### config.mk
export PLATFORM = sky130hd
export DESIGN_NAME = uart_rx_cfg_flat
export DESIGN_NICKNAME = d
export VERILOG_FILES = /design/src/rtl/uart_rx_cfg_if.sv /design/src/rtl/uart_rx_cfg.sv /design/src/flat_wrapper.sv
export SDC_FILE = /design/constraint.sdc
export NUM_CORES = 1
export LEC_CHECK = 0
export CORE_MARGIN = 4
export CORE_UTILIZATION = 57
export CTS_CLUSTER_SIZE = 40
export DETAILED_ROUTE_END_ITERATION = 8
export PLACE_DENSITY = 0.9
export SLEW_MARGIN = 40
export SYNTH_ARGS = -nofsm -noshare
export SYNTH_HDL_FRONTEND = slang
export SYNTH_SLANG_ARGS = --single-unit
### constraint.sdc
create_clock -name clk -period 2.54 [get_ports clk]
set_input_delay 0.254 -clock clk [delete_from_list [all_inputs] [get_ports clk]]
set_output_delay 0.254 -clock clk [all_outputs]
set_load 0.05 [all_outputs]
### src/rtl/uart_rx_cfg_if.sv
// uart_rx_cfg_if: receive-side holding-register bus (word, error flags, valid/ready).
// Revision: 1.0
`default_nettype none

interface uart_rx_cfg_if #(
  parameter int PAYLOAD_BITS = 8
);
  logic                    recv_valid;
  logic                    recv_ready;
  logic [PAYLOAD_BITS-1:0] recv_data;
  logic                    parity_err;
  logic                    frame_err;
  logic                    break_flag;
  logic                    overrun;

  modport master (
    output recv_valid, recv_data, parity_err, frame_err, break_flag, overrun,
    input  recv_ready
  );

  modport slave (
    input  recv_valid, recv_data, parity_err, frame_err, break_flag, overrun,
    output recv_ready
  );
endinterface

`default_nettype wire

### src/rtl/uart_rx_cfg.sv
// uart_rx_cfg: parametrised UART receiver, 3-sample majority vote, valid/ready holding register.
// Optional macro UART_RX_SYNC_EN inserts a 2-flop input synchroniser. Revision: 1.0
`default_nettype none

module uart_rx_cfg #(
  parameter int BIT_RATE     = 9600,
  parameter int CLK_HZ       = 100000000,
  parameter int PAYLOAD_BITS = 8,
  parameter int PARITY       = 0,
  parameter int STOP_BITS    = 1
) (
  input  wire logic          clk,
  input  wire logic          reset,
  input  wire logic          uart_rxd,
  input  wire logic          recv_en,
  uart_rx_cfg_if.master      rx
);

  localparam int CYCLES_PER_BIT = CLK_HZ / BIT_RATE;
  localparam int CNT_W          = $clog2(CYCLES_PER_BIT);
  localparam int MID            = CYCLES_PER_BIT / 2;
  localparam int BIT_W          = 4;

  localparam logic [CNT_W-1:0] C_MID_M1 = CNT_W'(MID - 1);
  localparam logic [CNT_W-1:0] C_MID    = CNT_W'(MID);
  localparam logic [CNT_W-1:0] C_MID_P1 = CNT_W'(MID + 1);
  localparam logic [CNT_W-1:0] C_LAST   = CNT_W'(CYCLES_PER_BIT - 1);
  localparam logic [BIT_W-1:0] C_DLAST  = BIT_W'(PAYLOAD_BITS - 1);
  localparam logic [BIT_W-1:0] C_SLAST  = BIT_W'(STOP_BITS - 1);

  typedef enum logic [2:0] {
    S_IDLE     = 3'd0,
    S_START    = 3'd1,
    S_DATA     = 3'd2,
    S_PARITY   = 3'd3,
    S_STOP     = 3'd4,
    S_BRK_WAIT = 3'd5
  } state_t;

  logic w_rxd;

`ifdef UART_RX_SYNC_EN
  logic [1:0] r_sync;
  always_ff @(posedge clk) begin
    if (reset) r_sync <= 2'b11;
    else       r_sync <= {r_sync[0], uart_rxd};
  end
  assign w_rxd = r_sync[1];
`else
  assign w_rxd = uart_rxd;
`endif

  state_t                  r_state, w_state_nxt;
  logic [CNT_W-1:0]        r_cnt, w_cnt_nxt;
  logic [BIT_W-1:0]        r_bit, w_bit_nxt;
  logic [PAYLOAD_BITS-1:0] r_shift, w_shift_nxt;
  logic                    r_par, w_par_nxt;
  logic                    r_stop_err, w_stop_err_nxt;
  logic                    r_any_high, w_any_high_nxt;
  logic                    r_s0, r_s1;

  logic                    r_valid;
  logic [PAYLOAD_BITS-1:0] r_data;
  logic                    r_perr, r_ferr, r_brk, r_ovr;

  logic w_maj, w_at_vote, w_end_bit;
  logic w_commit, w_ferr_fin, w_brk_fin, w_perr_fin;

  // Third vote sample is the live line value at MID+1
  assign w_maj     = (r_s0 & r_s1) | (r_s0 & w_rxd) | (r_s1 & w_rxd);
  assign w_at_vote = (r_cnt == C_MID_P1);
  assign w_end_bit = (r_cnt == C_LAST);

  always_comb begin
    if (PARITY == 1)      w_perr_fin = ~(^r_shift ^ r_par);
    else if (PARITY == 2) w_perr_fin = ^r_shift ^ r_par;
    else                  w_perr_fin = 1'b0;
  end

  always_comb begin
    w_state_nxt    = r_state;
    w_cnt_nxt      = r_cnt + 1'b1;
    w_bit_nxt      = r_bit;
    w_shift_nxt    = r_shift;
    w_par_nxt      = r_par;
    w_stop_err_nxt = r_stop_err;
    w_any_high_nxt = r_any_high;
    w_commit       = 1'b0;
    w_ferr_fin     = r_stop_err | ~w_maj;
    w_brk_fin      = ~(r_any_high | w_maj);

    case (r_state)
      S_IDLE: begin
        w_cnt_nxt = '0;
        if (!w_rxd && recv_en) begin
          w_state_nxt    = S_START;
          w_bit_nxt      = '0;
          w_stop_err_nxt = 1'b0;
          w_any_high_nxt = 1'b0;
        end
      end
      S_START: begin
        if (w_at_vote && w_maj) begin
          w_state_nxt = S_IDLE;
          w_cnt_nxt   = '0;
        end else if (w_end_bit) begin
          w_state_nxt = S_DATA;
          w_cnt_nxt   = '0;
        end
      end
      S_DATA: begin
        if (w_at_vote) begin
          w_shift_nxt    = {w_maj, r_shift[PAYLOAD_BITS-1:1]};
          w_any_high_nxt = r_any_high | w_maj;
        end
        if (w_end_bit) begin
          w_cnt_nxt = '0;
          if (r_bit == C_DLAST) begin
            w_bit_nxt   = '0;
            w_state_nxt = (PARITY != 0) ? S_PARITY : S_STOP;
          end else begin
            w_bit_nxt = r_bit + 1'b1;
          end
        end
      end
      S_PARITY: begin
        if (w_at_vote) begin
          w_par_nxt      = w_maj;
          w_any_high_nxt = r_any_high | w_maj;
        end
        if (w_end_bit) begin
          w_cnt_nxt   = '0;
          w_bit_nxt   = '0;
          w_state_nxt = S_STOP;
        end
      end
      S_STOP: begin
        // Final stop bit commits at its centre so a back-to-back start is not missed
        if (w_at_vote) begin
          w_stop_err_nxt = w_ferr_fin;
          w_any_high_nxt = r_any_high | w_maj;
          if (r_bit == C_SLAST) begin
            w_commit    = 1'b1;
            w_cnt_nxt   = '0;
            w_state_nxt = w_brk_fin ? S_BRK_WAIT : S_IDLE;
          end
        end else if (w_end_bit) begin
          w_cnt_nxt = '0;
          w_bit_nxt = r_bit + 1'b1;
        end
      end
      S_BRK_WAIT: begin
        w_cnt_nxt = '0;
        if (w_rxd) w_state_nxt = S_IDLE;
      end
      default: begin
        w_state_nxt = S_IDLE;
        w_cnt_nxt   = '0;
      end
    endcase
  end

  always_ff @(posedge clk) begin
    if (reset) begin
      r_state    <= S_IDLE;
      r_cnt      <= '0;
      r_bit      <= '0;
      r_shift    <= '0;
      r_par      <= 1'b0;
      r_stop_err <= 1'b0;
      r_any_high <= 1'b0;
      r_s0       <= 1'b1;
      r_s1       <= 1'b1;
    end else begin
      r_state    <= w_state_nxt;
      r_cnt      <= w_cnt_nxt;
      r_bit      <= w_bit_nxt;
      r_shift    <= w_shift_nxt;
      r_par      <= w_par_nxt;
      r_stop_err <= w_stop_err_nxt;
      r_any_high <= w_any_high_nxt;
      if (r_cnt == C_MID_M1) r_s0 <= w_rxd;
      if (r_cnt == C_MID)    r_s1 <= w_rxd;
    end
  end

  always_ff @(posedge clk) begin
    if (reset) begin
      r_valid <= 1'b0;
      r_data  <= '0;
      r_perr  <= 1'b0;
      r_ferr  <= 1'b0;
      r_brk   <= 1'b0;
      r_ovr   <= 1'b0;
    end else if (w_commit) begin
      if (!r_valid || rx.recv_ready) begin
        r_valid <= 1'b1;
        r_data  <= r_shift;
        r_perr  <= w_perr_fin;
        r_ferr  <= w_ferr_fin;
        r_brk   <= w_brk_fin;
      end else begin
        r_ovr <= 1'b1;
      end
    end else if (r_valid && rx.recv_ready) begin
      r_valid <= 1'b0;
      r_ovr   <= 1'b0;
    end
  end

  assign rx.recv_valid = r_valid;
  assign rx.recv_data  = r_data;
  assign rx.parity_err = r_perr;
  assign rx.frame_err  = r_ferr;
  assign rx.break_flag = r_brk;
  assign rx.overrun    = r_ovr;

endmodule

`default_nettype wire

### src/flat_wrapper.sv
// flat-port wrapper written by rule: the top's interface ports become plain ports
module uart_rx_cfg_flat 
#(
  parameter int BIT_RATE     = 9600,
  parameter int CLK_HZ       = 100000000,
  parameter int PAYLOAD_BITS = 8,
  parameter int PARITY       = 0,
  parameter int STOP_BITS    = 1
)
  (clk, reset, uart_rxd, recv_en, rx_recv_valid, rx_recv_data, rx_parity_err, rx_frame_err, rx_break_flag, rx_overrun, rx_recv_ready);
  uart_rx_cfg_if #(.PAYLOAD_BITS(PAYLOAD_BITS)) rx_i ();
  input  wire logic clk;
  input  wire logic reset;
  input  wire logic uart_rxd;
  input  wire logic recv_en;
  output wire logic [$bits(rx_i.recv_valid)-1:0] rx_recv_valid;
  output wire logic [$bits(rx_i.recv_data)-1:0] rx_recv_data;
  output wire logic [$bits(rx_i.parity_err)-1:0] rx_parity_err;
  output wire logic [$bits(rx_i.frame_err)-1:0] rx_frame_err;
  output wire logic [$bits(rx_i.break_flag)-1:0] rx_break_flag;
  output wire logic [$bits(rx_i.overrun)-1:0] rx_overrun;
  input wire logic [$bits(rx_i.recv_ready)-1:0] rx_recv_ready;
  assign rx_recv_valid = rx_i.recv_valid;
  assign rx_recv_data = rx_i.recv_data;
  assign rx_parity_err = rx_i.parity_err;
  assign rx_frame_err = rx_i.frame_err;
  assign rx_break_flag = rx_i.break_flag;
  assign rx_overrun = rx_i.overrun;
  assign rx_i.recv_ready = rx_recv_ready;
  uart_rx_cfg #(.BIT_RATE(BIT_RATE), .CLK_HZ(CLK_HZ), .PAYLOAD_BITS(PAYLOAD_BITS), .PARITY(PARITY), .STOP_BITS(STOP_BITS)) u_core (.clk(clk), .reset(reset), .uart_rxd(uart_rxd), .recv_en(recv_en), .rx(rx_i));
endmodule
Yosys cells after proc, flatten, opt, wreduce, memory -nomap -nowiden

Index checks and enable logic that the tools add are counted.

Register bits: 45
Output and inout port bits: 13

Bitwise operators: 9
Equal/unequal tests: 23
Multiplexer cells: 36
$add $sub $neg: 2
Reduce and logical (&&, ||, !) cells: 22

Operator list:

| kind                                                               | count |
|---|---|
| 14-bit 2-to-1 mux                                                  | 4 |
| 14-bit by 13-bit == test with 1-bit output (second input constant) | 3 |
| 14-bit one-hot mux with 3 select lines                             | 1 |
| 3-bit 2-to-1 mux                                                   | 10 |
| 4-bit 2-to-1 mux                                                   | 6 |
| 3-bit one-hot mux with 6 select lines                              | 1 |
| 2-bit by 1-bit != test with 1-bit output (second input constant)   | 8 |
| 4-bit one-hot mux with 4 select lines                              | 1 |
| 14-bit by 1-bit adder with 14-bit output (second input constant)   | 1 |
| 14-bit == test (second input constant)                             | 1 |
| 1-bit 2-to-1 mux                                                   | 11 |
| 2-bit != test (second input constant)                              | 4 |
| 2-bit AND reduction                                                | 4 |
| 8-bit AND reduction                                                | 1 |
| 3-bit by 2-bit == test with 1-bit output (second input constant)   | 2 |
| 3-bit == test (second input constant)                              | 2 |
| 3-bit AND reduction                                                | 2 |
| 6-bit AND reduction                                                | 1 |
| 2-bit nonzero test                                                 | 3 |
| 4-bit by 1-bit adder with 4-bit output (second input constant)     | 1 |
| 4-bit by 3-bit == test with 1-bit output (second input constant)   | 1 |
| 4-bit logical NOT                                                  | 1 |
| 1-bit OR                                                           | 4 |
| 1-bit one-hot mux with 2 select lines                              | 2 |
| other kinds (11)                                                   | 17 |

Logic depth before layout (Yosys ltp)

Gate-level depths: netlist (run 1).

Depth in word-level cells: 8
Gate-level depth with buffers: 8
Mapped depth without buffers: 7

Least setup slack after synthesis (run 1)

No wires, ideal clock.

Path kind: register to register
Start: register u_core.r_cnt[0]
End: register u_core.r_cnt[11]
Period minus slack after synthesis: 2.117 ns
Slack: 0.423 ns
Library setup time: 0.115 ns
Stages on the path, launching flop included: 8
Data arrival time: 2.002 ns
Path through: dfxtp_1 ha_1 or3b_1 or4_4 o211a_4 o21bai_2 buf_4 nor2_1

Word-level cells in the longest chain between the ends: 4

RTL lines:

| item                                                                   | RTL line                               | text |
|---|---|---|
| start, declared                                                        | uart_rx_cfg.sv:54                      | `logic [CNT_W-1:0] r_cnt, w_cnt_nxt;` |
| start signal, assigned                                                 | uart_rx_cfg.sv:176                     | `r_cnt <= w_cnt_nxt;` |
| 14-bit by 1-bit adder with 14-bit output, or another cell as far along | uart_rx_cfg.sv:82                      | `w_cnt_nxt = r_cnt + 1'b1;` |
| 14-bit 2-to-1 mux, or another cell as far along                        | -                                      |  |
| 14-bit 2-to-1 mux (on tied branches)                                   | uart_rx_cfg.sv:139, uart_rx_cfg.sv:103 |  |
| 14-bit one-hot mux with 3 select lines (*)                             | uart_rx_cfg.sv:92                      | `case (r_state)` |

Mark *: on every way between the ends. The rest lies on a longest branch, timed or not.
A chain may end at the register's enable or synchronous reset.

Worst setup path after layout (run 1)

Start: register u_core.r_cnt[0]
End: register u_core.r_state[2]

Word-level cells in the longest chain between the ends: 4

RTL lines:

| item                                                                                                 | RTL line           | text |
|---|---|---|
| 14-bit by 13-bit == test with 1-bit output                                                           | uart_rx_cfg.sv:71  | `assign w_at_vote = (r_cnt == C_MID_P1);` |
| 1-bit logical AND                                                                                    | uart_rx_cfg.sv:103 | `if (w_at_vote && w_maj) begin` |
| 3-bit by 1-bit != test with 1-bit output (no source line) / 3-bit 2-to-1 mux (equally long branches) | -                  |  |
| 8-bit AND reduction (no source line) / 3-bit one-hot mux with 6 select lines (equally long branches) | -                  |  |
| end signal, assigned                                                                                 | uart_rx_cfg.sv:175 | `r_state <= w_state_nxt;` |
| end, declared                                                                                        | uart_rx_cfg.sv:53  | `state_t r_state, w_state_nxt;` |

Parallel ways exist; a longest one is shown, timed or not.

==> qor.txt, run 1 <==
status: finished clean
sequential area share after synthesis: 41.50%
Post-Synthesis Cells: 251
Worst Hold Depth: 2
CP Capture Type: flip-flop
syn_nets: 261
starting density of the core: 59.30%
IO Port Bufs: 16
GRT overflow: 0
number of synthesis warnings: 0
vias in the first global route: 1,680
total CTS buffers: 5
Setup TNS: 0 ns
clock sinks: 45
Cell Pwr Density: 625.4 mW/mm²
worst slew pin tran: 0.5878 ns
clock root buffer: clkbuf_8
fin crit share: 87.68%
routed len/inst: 14.06 µm
placement row count: 22
share of cells above drive strength 1: 8.209%
mapped cell area: 0.002171 mm²
Std-Cell Core Area: 0.003661 mm²
die width: 69.71 µm
Post-CTS Setup Inserts: 0
All-Layer GR Usage: 19.27%
Final min period: 2.227 ns
Slew Viols, Final: 0
most frequent cells in the layout: dfxtp_1, nor2_1, a21oi_1, nand2_1, clkdlybuf4s50_1
DRT Wirelength: 4442 µm
Layout Utilization: 67.57%
CTS tree: done
Fin. Hold Viols: 0
DR vias/cell: 5.785
DRT Pass-1 Iters: 5
initial antenna violation count: 0
clock buffer depth: 2
worst-skew pair later-pin latency: 0.31 ns
fin nets: 277
DRC: 0
overall power: 1.547 mW
GP Congestion: 0.9525
Worst Path Max Fanout: 6
Worst Skew: 0.01134 ns
syn_area_per_cell: 8.649 µm²
Netlist cell types: 49
I/O pins: 18
H-tree depth: 2
Resized Gates After CTS: 0
Die ar.: 0.004859 mm²
first-pass GRT wire length: 7645 µm
Worst Hold Class: flip-flop to flip-flop
WP data arrival: 2.47 ns
flop and latch count out of synthesis: 45
Rel. slew slack: 60.73%
fmax: 449.0 MHz
Reg clk slew, reported paths: 0.09 ns
critical setup path kind: flip-flop to flip-flop
Worst Reg-to-Reg Cells: 6
setup ws final: 0.3129 ns
RSZ-0062 raised after global routing: false
hold_ws: 0.4554 ns
area delta synth->final: 13.95%
commonest non-fill, non-tap cell in the layout: dfxtp_1
P_leak: 0.8841 nW
Routed Antenna Nets: 0
CP required: 2.78 ns
Startpoint Class: flip-flop
die height: 69.71 µm
Vias: 1,828
Setup violations, final: 0
Peak VDD IR: 380.1 µV
first-iteration detailed-routing DRC count: 147
Detail Placement HPWL: 3174 µm
largest net degree at the start of global routing: 19
pre-CTS setup slack: 0.3282 ns
Hold-fix buffers, CTS: 0
max_cap viols: 0
# diodes: 0
## power by group
part | switching, mW | internal, mW
logic | 0.178 | 0.131
registers | 0.0488 | 0.728
clock network | 0.261 | 0.200
## sequential cells by signal, indices dropped and copies added (netlist names)
register,count
u_core.rx.overrun,1
u_core.r_s0,1
u_core.r_s1,1
u_core.r_stop_err,1
u_core.rx.break_flag,1
u_core.r_any_high,1
u_core.r_state,3
u_core.r_bit,4
u_core.rx.recv_data,8
u_core.rx.frame_err,1
u_core.rx.recv_valid,1
u_core.r_shift,8
u_core.r_cnt,14
## Yosys cell counts, drive strengths merged
cell type | count | area, µm²
a2111o | 1 | 11.26
a2111oi | 1 | 8.760
a211oi | 2 | 15.01
a21oi | 22 | 110.1
a22o | 1 | 8.760
a31oi | 2 | 12.51
and3 | 1 | 6.260
and4 | 2 | 17.52
buf | 4 | 25.02
clkbuf | 10 | 38.78
conb | 1 | 3.750
dfxtp | 45 | 900.9
ha | 5 | 62.56
inv | 7 | 26.28
maj3 | 1 | 10.01
mux2i | 10 | 100.1
nand2 | 21 | 78.83
nand2b | 6 | 37.54
nand3 | 13 | 65.06
nand3b | 3 | 22.52
nand4 | 6 | 37.54
nand4b | 3 | 26.28
nand4bb | 2 | 22.52
nor2 | 28 | 105.1
nor2b | 1 | 6.260
nor3 | 5 | 25.02
nor3b | 5 | 37.54
nor4 | 2 | 18.77
nor4b | 2 | 17.52
nor4bb | 1 | 10.01
o211a | 3 | 37.54
o211ai | 1 | 7.510
o21ai | 7 | 35.03
o21bai | 1 | 11.26
o22ai | 1 | 6.260
o31ai | 1 | 7.510
or2 | 2 | 12.52
or3 | 3 | 18.77
or3b | 3 | 26.28
or4 | 3 | 26.27
xnor2 | 5 | 43.79
xor2 | 8 | 70.07
## cell type report
class                           instances  area (µm²)
Sequential cell                        45       900.9
Timing Repair Buffer                   23       212.7
Clock inverter                          3       25.02
Clock buffer                            5       68.82
Fill cell                             272        1187
Tap cell                               48       60.06
Inverter                                7       26.28
Multi-Input combinational cell        185        1180
## final timing paths
check / start / end / slack [ns]
worst min-delay path: u_core.rx.recv_data[0]$_SDFFE_PP0P_ / u_core.rx.recv_data[0]$_SDFFE_PP0P_ / 0.46
worst min register to register: u_core.rx.recv_data[0]$_SDFFE_PP0P_ / u_core.rx.recv_data[0]$_SDFFE_PP0P_ / 0.46
worst max-delay path: u_core.r_cnt[0]$_SDFF_PP0_ / u_core.r_state[2]$_SDFFE_PP0P_ / 0.31
worst max register to register: u_core.r_cnt[0]$_SDFF_PP0_ / u_core.r_state[2]$_SDFFE_PP0P_ / 0.31
## cells by family (layout without fill, tap and decap cells)
kind of cell / count (synthesis) / after routing / share of synthesized area [%]
xor+xnor: 13 / 13 / 5.245
buf+inv: 21 / 38 / 4.150
simple gates: 112 / 112 / 28.47
fa+ha+maj: 6 / 6 / 3.343
flops: 45 / 45 / 41.50
compound gates: 43 / 43 / 12.51
other cells: 1 / 1 / 0.1727
mux: 10 / 10 / 4.611
## routing by layer
| metal | GRT usage (%) | share of wire, % | vias to the layer above |
|---|---|---|---|
| met2 | 29.66 | 47 | 54 |
| met5 | 0 | 0 | - |
| met4 | 9.362 | 2.4 | 0 |
| met1 | 24.91 | 45 | 845 |
| li1 | - | - | 915 |
| met3 | 5.217 | 5.4 | 14 |
## worst max-delay path: stages (launching register included)
cell	delay, ns
dfxtp_1	0.42
ha_1	0.19
or3b_1	0.34
or4_4	0.45
o211a_4	0.29
or3_1	0.34
a21oi_1	0.14
## through the flow
stage | instance area [µm²] | instances
global route | 2474 | 316
detailed placement | 2380 | 308
floorplan | 2171 | 251
CTS | 2474 | 316
global placement | 2380 | 308
finish | 2474 | 316
Note: power is estimated with default switching activity, not from simulation.
==> run 2: changes to the inputs <==
- ABC_CLOCK_PERIOD_IN_PS: default -> 2540
- PLACE_DENSITY: 0.9 -> default
- PLACE_DENSITY_LB_ADDON: default -> 0.05
==> run 2 against run 1 <==
  * Count of clock-buffer cells in the layout did not move
  * Cell area rose by 0.30%
  * Non-clock buffer count rose by 1
  * Global-route usage fell by 1.1 points
  * Clock skew fell by 0.0088 ns
  * Cell count rose by 0.32%
  * Wire length fell by 2.7%
  * Critical endpoint unchanged
  * Largest power group unchanged
==> qor.txt, run 2 (synthesis results as in run 1) <==
CP required: 2.78 ns (about the same)
die width: 69.71 µm (unchanged)
Worst Path Max Fanout: 6 (unchanged)
P_leak: 0.8895 nW (was 0.8841 nW)
Worst Hold Class: flip-flop to flip-flop (unchanged)
worst slew pin tran: 0.5182 ns (was 0.5878 ns)
# diodes: 0 (unchanged)
most frequent cells in the layout: dfxtp_1, nor2_1, a21oi_1, nand2_1, clkdlybuf4s50_1 (unchanged)
die height: 69.71 µm (unchanged)
RSZ-0062 raised after global routing: false (unchanged)
Final min period: 2.223 ns (was 2.227 ns)
total CTS buffers: 5 (unchanged)
Cell Pwr Density: 627.4 mW/mm² (was 625.4 mW/mm²)
clock root buffer: clkbuf_8 (unchanged)
WP data arrival: 2.47 ns (about the same)
DR vias/cell: 5.697 (was 5.785)
CTS tree: done (unchanged)
crit path cell chain: ha_1 -> or3b_1 -> or4_4 -> o211a_4 -> or3_1 -> a21oi_1 (unchanged)
routed len/inst: 13.64 µm (was 14.06 µm)
CP Capture Type: flip-flop (unchanged)
power share of the clock group: 30.2% (was 29.8%)
starting density of the core: 59.30% (unchanged)
max reg flops: 14 (unchanged)
GRT overflow: 0 (unchanged)
Rel. slew slack: 65.38% (was 60.73%)
initial antenna violation count: 0 (unchanged)
clock sinks: 45 (unchanged)
largest net degree at the start of global routing: 20 (was 19)
I/O pins: 18 (unchanged)
Hold-fix buffers, CTS: 0 (unchanged)
Startpoint Class: flip-flop (unchanged)
clock buffer depth: 2 (unchanged)
All-Layer GR Usage: 18.19% (was 19.27%)
Most flops, register: u_core.r_cnt (unchanged)
net switching power: 0.4960 mW (was 0.4877 mW)
placement row count: 22 (unchanged)
commonest non-fill, non-tap cell in the layout: dfxtp_1 (unchanged)
DRC: 0 (unchanged)
Post-CTS Setup Inserts: 0 (unchanged)
Sw Share: 31.86% (was 31.53%)
Setup violations, final: 0 (unchanged)
Fin. Hold Viols: 0 (unchanged)
Die ar.: 0.004859 mm² (unchanged)
part of the power in registers: 50.0% (was 50.2%)
H-tree depth: 2 (unchanged)
fin nets: 278 (was 277)
IO Port Bufs: 16 (unchanged)
Filler cells: 293 (was 272)
fmax: 449.8 MHz (was 449.0 MHz)
area delta synth->final: 14.29% (was 13.95%)
status: finished clean (unchanged)
Worst Skew: 0.002575 ns (was 0.01134 ns)
DRT Pass-1 Iters: 4 (was 5)
first-iteration detailed-routing DRC count: 158 (was 147)
share of cells above drive strength 1: 8.550% (was 8.209%)
first-pass GRT wire length: 7452 µm (was 7645 µm)
Slew Viols, Final: 0 (unchanged)
GP Congestion: 0.7993 (was 0.9525)
worst-skew pair later-pin latency: 0.30 ns (was 0.31 ns)
Detail Placement HPWL: 2949 µm (was 3174 µm)
Worst Hold Depth: 2 (unchanged)
DRT Wirelength: 4323 µm (was 4442 µm)
combinational fraction of design power: 19.8% (was 20.0%)
Slowest cell on crit path: or4_4 (unchanged)
Routed Antenna Nets: 0 (unchanged)
max_cap viols: 0 (unchanged)
critical setup path kind: flip-flop to flip-flop (unchanged)
Setup TNS: 0 ns (unchanged)
Reg clk slew, reported paths: 0.09 ns (about the same)
fin crit share: 87.54% (was 87.68%)
critical path's largest stage delay: 0.44 ns (was 0.45 ns)
Resized Gates After CTS: 0 (unchanged)
Peak VDD IR: 452.1 µV (was 380.1 µV)
Vias: 1,806 (was 1,828)
hold_ws: 0.4519 ns (was 0.4554 ns)
Std-Cell Core Area: 0.003661 mm² (unchanged)
Worst Reg-to-Reg Cells: 6 (unchanged)
internal power: 1.061 mW (was 1.059 mW)
vias in the first global route: 1,700 (was 1,680)
-- run 2: path summary, 6_finish.rpt --
kind	slack (ns)	to	from
worst max-delay path	0.32	u_core.r_state[2]$_SDFFE_PP0P_	u_core.r_cnt[0]$_SDFF_PP0_
worst min register to register	0.45	u_core.rx.recv_data[2]$_SDFFE_PP0P_	u_core.rx.recv_data[2]$_SDFFE_PP0P_
worst max register to register	0.32	u_core.r_state[2]$_SDFFE_PP0P_	u_core.r_cnt[0]$_SDFF_PP0_
worst min-delay path	0.45	u_core.rx.recv_data[2]$_SDFFE_PP0P_	u_core.rx.recv_data[2]$_SDFFE_PP0P_
-- run 2: power by group through the flow --
stage / sequential (mW) / clock, mW / combinational (mW)
floorplan: 0.759 / 0 / 0.273
global placement: 0.794 / 0 / 0.302
detailed placement: 0.794 / 0 / 0.304
CTS: 0.778 / 0.477 / 0.306
global route: 0.787 / 0.505 / 0.343
finish: 0.779 / 0.470 / 0.308
-- run 2: final cells by class --
| cell class | count | area [µm²] | share of cell area [%] |
|---|---|---|---|
| timing repair buffer | 24 | 220.2 | 8.875 |
| clock inverter | 3 | 25.02 | 1.009 |
| inverter | 7 | 26.28 | 1.059 |
| tap | 48 | 60.06 | 2.421 |
| multi-input combinational | 185 | 1180 | 47.55 |
| sequential | 45 | 900.9 | 36.31 |
| clock buffer | 5 | 68.82 | 2.774 |
-- run 2: worst max-delay path: cells and delay by family, from the launching register on --
kind / cells / cell delay, ns
AND/OR/NAND/NOR: 3 / 1.12
flip-flops: 1 / 0.43
AO/OA/AOI/OAI: 2 / 0.43
adder cells (fa/ha/maj): 1 / 0.19
-- run 2: per-stage QoR --
stage / util (%) / setup WS, ns / power (mW) / instance area (µm²) / std cells
final: 67.77 / 0.3166 / 1.557 / 2481 / 317
after global routing: 67.77 / 0.1871 / 1.635 / 2481 / 317
after CTS: 67.77 / 0.3152 / 1.561 / 2481 / 317
after detailed placement: 65.21 / 0.3336 / 1.098 / 2387 / 309
after global placement: 65.21 / 0.3736 / 1.096 / 2387 / 309
after floorplan: - / 0.4231 / 1.032 / 2171 / 251
-- run 2: per-layer routing --
layer	vias to the layer above	part of all wire, %	GRT usage (%)
li1	917	-	-
met1	840	53	25.74
met2	43	42	27.44
met3	6	4.0	4.928
met4	0	0.99	4.681
met5	-	0	0
